**config.mk**
```make
export PLATFORM = sky130hd
export DESIGN_NAME = traffic_lamp_guard
export DESIGN_NICKNAME = d
export VERILOG_FILES = /design/src/rtl/traffic_pkg.sv /design/src/rtl/traffic_blink_gen.sv /design/src/rtl/traffic_lamp_guard.sv
export SDC_FILE = /design/constraint.sdc
export NUM_CORES = 1
export LEC_CHECK = 0
export ABC_AREA = 0
export CAP_MARGIN = 20
export CORE_MARGIN = 8
export CORE_UTILIZATION = 40
export CTS_BUF_LIST = sky130_fd_sc_hd__clkbuf_2
export DETAILED_ROUTE_END_ITERATION = 7
export GPL_TIMING_DRIVEN = 0
export PLACE_DENSITY = 0.71
export SYNTH_ARGS = -nofsm -noshare
export SYNTH_HDL_FRONTEND = slang
export SYNTH_SLANG_ARGS = --single-unit
export TNS_END_PERCENT = 5
```
**constraint.sdc**
```tcl
create_clock -name clk -period 2.1 [get_ports clk]
set_input_delay 0.42 -clock clk [delete_from_list [all_inputs] [get_ports clk]]
set_output_delay 0.42 -clock clk [all_outputs]
set_load 0.1 [all_outputs]
```
**src/rtl/traffic_pkg.sv**
```systemverilog
// Shared light codes, guard states and fault codes for the traffic lamp guard slice.
package traffic_pkg;

    localparam logic [2:0] RED      = 3'b100;
    localparam logic [2:0] GREEN    = 3'b010;
    localparam logic [2:0] YELLOW   = 3'b001;
    localparam logic [2:0] LAMP_OFF = 3'b000;

    typedef enum logic [1:0] {
        INIT  = 2'd0,
        RUN   = 2'd1,
        FLASH = 2'd2
    } guard_state_t;

    localparam logic [1:0] FC_NONE  = 2'b00;
    localparam logic [1:0] FC_ENC   = 2'b01;
    localparam logic [1:0] FC_ORDER = 2'b10;
    localparam logic [1:0] FC_DWELL = 2'b11;

    function automatic logic legal_code(input logic [2:0] code);
        return (code == RED) || (code == GREEN) || (code == YELLOW);
    endfunction

    // Only successor allowed after a legal code: GREEN->YELLOW->RED->GREEN.
    function automatic logic [2:0] next_code(input logic [2:0] code);
        logic [2:0] nxt;
        case (code)
            GREEN:   nxt = YELLOW;
            YELLOW:  nxt = RED;
            RED:     nxt = GREEN;
            default: nxt = LAMP_OFF;
        endcase
        return nxt;
    endfunction

endpackage

```
**src/rtl/traffic_blink_gen.sv**
```systemverilog
// Flash-mode blink phase: on for BLINK_HALF cycles, off for BLINK_HALF cycles; en low holds phase on, count 0.
module traffic_blink_gen #(
    parameter int BLINK_HALF = 4
) (
    input  logic clk,
    input  logic rst,
    input  logic en,
    output logic blink_on
);

    localparam int BW = (BLINK_HALF > 1) ? $clog2(BLINK_HALF) : 1;
    localparam logic [BW-1:0] LAST = BW'(BLINK_HALF - 1);

    logic [BW-1:0] cnt;

    always_ff @(posedge clk) begin
        if (rst || !en) begin
            cnt      <= '0;
            blink_on <= 1'b1;
        end else if (cnt == LAST) begin
            cnt      <= '0;
            blink_on <= ~blink_on;
        end else begin
            cnt <= cnt + BW'(1);
        end
    end

endmodule

```
**src/rtl/traffic_lamp_guard.sv**
```systemverilog
// Safety guard between the signal FSM and the lamp drivers; latches the first fault and flashes yellow.
// Optional minimum-dwell check compiled in with `define TRAFFIC_GUARD_DWELL_EN.
module traffic_lamp_guard
    import traffic_pkg::*;
#(
    parameter int BLINK_HALF = 4,
    parameter int MIN_DWELL  = 1
) (
    input  logic       clk,
    input  logic       rst,
    input  logic [2:0] light_in,
    output logic [2:0] lamp,
    output logic       fault,
    output logic [1:0] fault_code
);

    if (BLINK_HALF < 1) begin : g_bad_blink_half
        $error("BLINK_HALF must be at least 1");
    end
    if (MIN_DWELL < 1) begin : g_bad_min_dwell
        $error("MIN_DWELL must be at least 1");
    end

    guard_state_t state;
    logic [2:0]   lamp_q;
    logic [2:0]   prev;
    logic         blink_on;
    logic         hold;
    logic [1:0]   next_fc;

`ifdef TRAFFIC_GUARD_DWELL_EN
    localparam int DW = $clog2(MIN_DWELL + 1);
    localparam logic [DW-1:0] DWELL_MAX = DW'(MIN_DWELL);
    logic [DW-1:0] dwell_cnt;
`endif

    traffic_blink_gen #(
        .BLINK_HALF(BLINK_HALF)
    ) u_blink (
        .clk      (clk),
        .rst      (rst),
        .en       (state == FLASH),
        .blink_on (blink_on)
    );

    // prev is always legal in RUN, so a hold can never be an encoding fault.
    always_comb begin
        hold    = (light_in == prev);
        next_fc = FC_NONE;
        if (!hold) begin
            if (!legal_code(light_in)) begin
                next_fc = FC_ENC;
            end else if (light_in != next_code(prev)) begin
                next_fc = FC_ORDER;
            end
`ifdef TRAFFIC_GUARD_DWELL_EN
            else if (dwell_cnt < DWELL_MAX) begin
                next_fc = FC_DWELL;
            end
`endif
        end
    end

    always_ff @(posedge clk) begin
        if (rst) begin
            state      <= INIT;
            lamp_q     <= RED;
            prev       <= RED;
            fault      <= 1'b0;
            fault_code <= FC_NONE;
`ifdef TRAFFIC_GUARD_DWELL_EN
            dwell_cnt  <= '0;
`endif
        end else begin
            case (state)
                INIT: begin
                    if (legal_code(light_in)) begin
                        state  <= RUN;
                        lamp_q <= light_in;
                        prev   <= light_in;
`ifdef TRAFFIC_GUARD_DWELL_EN
                        dwell_cnt <= DW'(1);
`endif
                    end
                end
                RUN: begin
                    if (hold) begin
`ifdef TRAFFIC_GUARD_DWELL_EN
                        if (dwell_cnt < DWELL_MAX) begin
                            dwell_cnt <= dwell_cnt + DW'(1);
                        end
`endif
                    end else if (next_fc != FC_NONE) begin
                        state      <= FLASH;
                        lamp_q     <= YELLOW;
                        fault      <= 1'b1;
                        fault_code <= next_fc;
                    end else begin
                        lamp_q <= light_in;
                        prev   <= light_in;
`ifdef TRAFFIC_GUARD_DWELL_EN
                        dwell_cnt <= DW'(1);
`endif
                    end
                end
                FLASH: begin
                end
                default: begin
                    state <= INIT;
                end
            endcase
        end
    end

    // Flash output is a mux of flops: entering FLASH sets lamp_q to YELLOW and blink_on is already on.
    assign lamp = (state == FLASH) ? (blink_on ? YELLOW : LAMP_OFF) : lamp_q;

endmodule

```
# Word level (Yosys, flattened, before mapping)
# Index checks and enable logic that the tools add are counted.
[word_totals]
reg_bits = 14
latchBits = 0
ram_bits = 0
mem_bits_ro = 0
input_bits = 5
output_inout_bits = 6
word_cells = 57
n_memories = 0
[classes]
addsub = 1
n_mul = 0
div = 0
n_lt_le_gt_ge = 0
eq_ne = 15
shifts = 0
muxes = 19
bitwise = 3
n_reduce_logical = 12
[op_table]
columns = ["operator", "count"]
rows = [
  ["3-bit two-way mux", 8],
  ["2-bit two-way mux", 6],
  ["3-bit case mux with 2 select lines", 2],
  ["3-bit case mux with 3 select lines", 1],
  ["2-bit != test, second input constant", 4],
  ["4-bit AND reduction", 2],
  ["3-bit by 1-bit == test with 1-bit output, second input constant", 2],
  ["3-bit by 2-bit == test with 1-bit output, second input constant", 2],
  ["3-bit == test, second input constant", 2],
  ["2-bit case mux with 3 select lines", 1],
  ["3-bit AND reduction", 2],
  ["2-bit == test, second input constant", 2],
  ["2-bit nonzero test", 2],
  ["3-bit == test", 1],
  ["1-bit logical OR", 3],
  ["3-bit != test", 1],
  ["1-bit inverter", 3],
  ["2-bit by 1-bit adder with 2-bit output, second input constant", 1],
  ["2-bit by 1-bit == test with 1-bit output, second input constant", 1],
  ["2-bit zero test", 1],
  ["2-bit OR reduction", 1],
  ["1-bit zero test", 1],
  ["1-bit two-way mux", 1],
]

# Longest topological paths before layout
[depth]
depth_word = 13
depth_mapped = 6
ltp_nobuf = 4

# Modules after synthesis
# Synthesis repeated with hierarchy kept, for this count alone.
[hier_totals]
hier_cells = 82
hier_area_um2 = 768.2
[modules_own_cells]
columns = ["mod", "n_inst", "cells_each", "area_each_um2"]
rows = [
  ["traffic_lamp_guard", 1, 74, 651.9],
  ["traffic_blink_gen", 1, 8, 116.4],
]

# Least setup slack after synthesis
# Ideal clock, no wire load.
[synth_timing]
path_kind = "reg-to-output"
startpoint = "register state[0]"
endpoint = "output port lamp[1]"
arrival_time_ns = 1.356
required_ns = 1.680
setup_slack_ns = 0.324
stages_incl_launch_ff = 3
n_path_buf = 0
cell_sequence = "dfxtp_1 nand2b_1 and2_1"
[synth_via]
elab_chain_len = 2
[synth_rtl]
columns = ["element", "line_no", "rtl"]
rows = [
  ["from (decl)", "traffic_lamp_guard.sv:24", "guard_state_t state;"],
  ["from (signal assigned)", "traffic_lamp_guard.sv:66", "state <= INIT;"],
  ["from (signal assigned)", "traffic_lamp_guard.sv:78", "state <= RUN;"],
  ["from (signal assigned)", "traffic_lamp_guard.sv:94", "state <= FLASH;"],
  ["2-bit == test", "traffic_lamp_guard.sv:116", "assign lamp = (state == FLASH) ? (blink_on ? YELLOW : LAMP_OFF) : lamp_q;"],
  ["3-bit two-way mux", "traffic_lamp_guard.sv:116", ""],
  ["to (decl)", "traffic_lamp_guard.sv:12", "output logic [2:0] lamp,"],
]
# No other way between the ends.

# Worst setup path in the final report
[layout_timing]
startpoint = "register state[0]"
endpoint = "output port lamp[0]"
# The elaborated chain is that of the path after synthesis.

==> key figures <==
Outcome
  – Outcome: finished clean

Global routing
  – Vias in the first global route: 750
  – Initial antenna violation count: 0
  – First-pass GRT wire length: 3.26 mm
  – Largest net degree at the start of global routing: 11
  – Total GRT Usage: 9.84%
  – Gr ovfl total: 0

Logic synthesis
  – Area share of the largest cell type after synthesis: 31.7%
  – Most common cell in the netlist: dfxtp_1
  – Largest cells by area after synthesis: dfxtp_1 (32%), buf_6 (5.1%), xnor2_1 (4.0%)
  – Post-synth EDFFs: 0
  – Unique masters post-synth: 46
  – Syn Area/Cell: 9.11 um^2
  – Post-Synth XOR/XNOR Area: 4.96%
  – Simple-gate share of the synthesized area: 31.0%
  – Synth warn: 0
  – Largest family of logic cells by synthesized area: simple AND/OR/NAND/NOR gates
  – Cells after Synth: 97
  – #FFs+latches synth: 14
  – Syn_nets: 103
  – Mux share of post-synthesis cell area: 5.95%
  – Synth Area in Compound Gates: 14.9%
  – Most frequent cells after synthesis: dfxtp_1 (14), nand2_1 (8)
  – Post-synthesis sequential area ratio: 31.7%
  – Prevailing post-synth register cell: dfxtp_1
  – Fraction of registers with async set/reset: 0%
  – Adder-Cell Fraction of Synth Area: 1.42%
  – Biggest area consumer among synthesized cells: dfxtp_1
  – Synth Cell Area: 883 um^2

Cells and area
  – Non-filler cells, final: 138
  – Ant. Diodes: 0
  – FF/Latch Area: 280 um^2
  – Filler Cell Count: 215
  – Layout area overhead: 14.4%
  – Net count, final: 117
  – Post-route cell area: 1010 um^2
  – Fraction of layout cells with a size suffix above 1: 23.6%
  – Final Util: 47.1%
  – Area of the multi-input gates: 517 um^2

STA
  – Final worst path period share: 95.0%
  – Worst slew pin tran: 0.959 ns
  – Worst clock skew: 0.0106 ns
  – Relative slew slack: 36.3%
  – FMAX: 501 MHz
  – Final min period: 2.00 ns
  – Fin Hold WS: 0.411 ns
  – Unrepaired setup endpoints after global routing: no
  – Final setup fails: 0
  – Final hold violations: 0
  – Sum Neg Setup Slack: 0 ns
  – Final Max Tran Viols: 0
  – Setup WS post-layout: 0.104 ns

Placement
  – Count of input and output buffers: 9
  – Post-Place Cells: 134
  – Final HPWL DP: 1.39 mm
  – Post-DP Area: 1010 um^2
  – Pre-CTS WS: -0.318 ns
  – Routability cong.: 0.770

Clocking
  – CTS tree: yes
  – Clock slew at reported path FFs: 0.13 ns
  – Clock Tree Buf Depth: 2
  – Sink Count: 14
  – # hold bufs at CTS: 0
  – Later-pin clock latency in the skew report: 0.27 ns
  – CTS buffer count: 3
  – # H-tree levels: 1
  – Clk root buf: clkbuf_2

Setup path
  – Reg-to-reg endpoint: fault
  – R2R cell count: 5
  – Critical Path Start Type: flop
  – End of the critical path: lamp[0]
  – Crit path capture type: primary output
  – Worst r2r src: prev[2]
  – Crit-path cells: nand2b_2, mux2_2, buf_2
  – Crit-path max cell delay: 0.45 ns
  – R2R setup slack: 0.49 ns
  – Slowest CP cell: dfxtp_1
  – Critical path origin: state[0]
  – Crit path required time: 1.68 ns
  – Crit-path max FO: 7
  – CP Class: reg -> out
  – Crit path DAT: 1.58 ns

Detailed routing
  – DRT Pass-1 Iters: 7
  – # DRC: 0
  – Vias per Instance: 5.57
  – Routed WL per cell: 13.3 um
  – Routed Antenna Nets: 0
  – DR iter-0 viols: 14
  – Routed WL: 1.84 mm
  – Via count: 768

Power and ir drop
  – Power per standard cell area: 740 nW/um^2
  – Sw Pwr: 0.308 mW
  – Share of power burned in registers: 41.2%
  – Switch share: 41.2%
  – Total power: 0.748 mW
  – Combinational group share of total power: 42.3%
  – Clock power share: 16.5%
  – Max VDD drop: 0.000487 V
  – Cell internal pwr: 0.440 mW
  – P_leak: 0.391 nW

Floorplanning
  – Die Area: 3970 um^2
  – DIE HEIGHT: 63.0 um
  – IO Pins: 11
  – Area of the core: 2150 um^2
  – # rows: 17
  – Initial core utilization: 41.1%
  – Die X-Extent: 63.0 um

Flow run
  – Max Cap Viol: 0

Hold path
  – Start point of the worst hold path: light_in[1]
  – Worst Hold Class: in -> reg
==> layer usage <==
metal	part of all wire [%]	GRT usage (%)
met1	46	11.5
met2	49	16.4
met3	2.3	1.08
met4	2.7	6.55
met5	0	0
==> cell families after synthesis <==
group	after synthesis
AND/OR/NAND/NOR	44
AO/OA/AOI/OAI	17
flip-flops	14
buffers and inverters	11
XOR/XNOR	5
multiplexers	5
adder cells (fa/ha/maj)	1
==> cells in the final DEF, fill, tap and decap left out, types with 2 or more instances in the layout <==
cell type and instances:
nand3_1 3, dfxtp_1 14, a211oi_1 2, buf_4 2, clkdlybuf4s50_1 3, nor2b_1 2, nand4bb_1 2, nor2_1 4
or3_1 2, mux2i_1 3, inv_1 3, nor3_1 3, buf_6 4, xnor2_1 4, clkbuf_2 3, dlygate4sd2_1 3
nand4_1 3, buf_2 3, or3b_2 2, and2_1 2, a21oi_1 4, nand2_1 8, mux2_2 2
==> power by group through the flow <==
stage,Clock [mW],Sequential [mW],Combinational (mW)
3_3_place_gp,0,0.312,0.325
5_1_grt,0.143,0.312,0.338
4_1_cts,0.127,0.308,0.318
6_report,0.124,0.308,0.316
2_1_floorplan,0,0.346,0.230
3_5_place_dp,0,0.314,0.329
==> worst min path at each step <==
| stage | slack (ns) | end | cells past startpoint |
|---|---|---|---|
| finish | 0.41 | prev[1] | 3 |
| global route | 0.40 | prev[1] | 3 |
| CTS | 0.41 | prev[1] | 3 |
| detailed placement | 0.44 | u_blink.cnt[0] | 1 |
| global placement | 0.41 | u_blink.cnt[0] | 1 |
| floorplan | 0.41 | u_blink.cnt[0] | 1 |
==> final cells by class <==
cell class	instances	area share (%)
Multi-Input combinational cell	72	51.1
Sequential cell	14	27.7
Buffer	8	7.67
Timing Repair Buffer	9	7.05
Tap cell	28	3.47
Clock buffer	3	1.49
Inverter	3	1.11
Clock inverter	1	0.371
==> sequential cells by signal, indices dropped and copies added (netlist names) <==
signal            cells
fault                 1
fault_code            2
lamp_q                3
prev                  3
state                 2
u_blink.blink_on      1
u_blink.cnt           2
==> worst max-delay path, delay by kind of cell, from the launching register on <==
family | cells | cell delay, ns
flops | 1 | 0.45
mux | 1 | 0.34
buf+inv | 1 | 0.29
simple gates | 1 | 0.23
==> repair_timing <==
| item | 4_1_cts | 5_1_grt |
|---|---|---|
| pin swaps | 0 | 0 |
| endpoints found under the setup margin | 6 | 3 |
| gates cloned | 0 | 0 |
| setup buffers | 0 | 0 |
| resized for setup | 18 | 1 |
(Power assumes the default switching activity.)
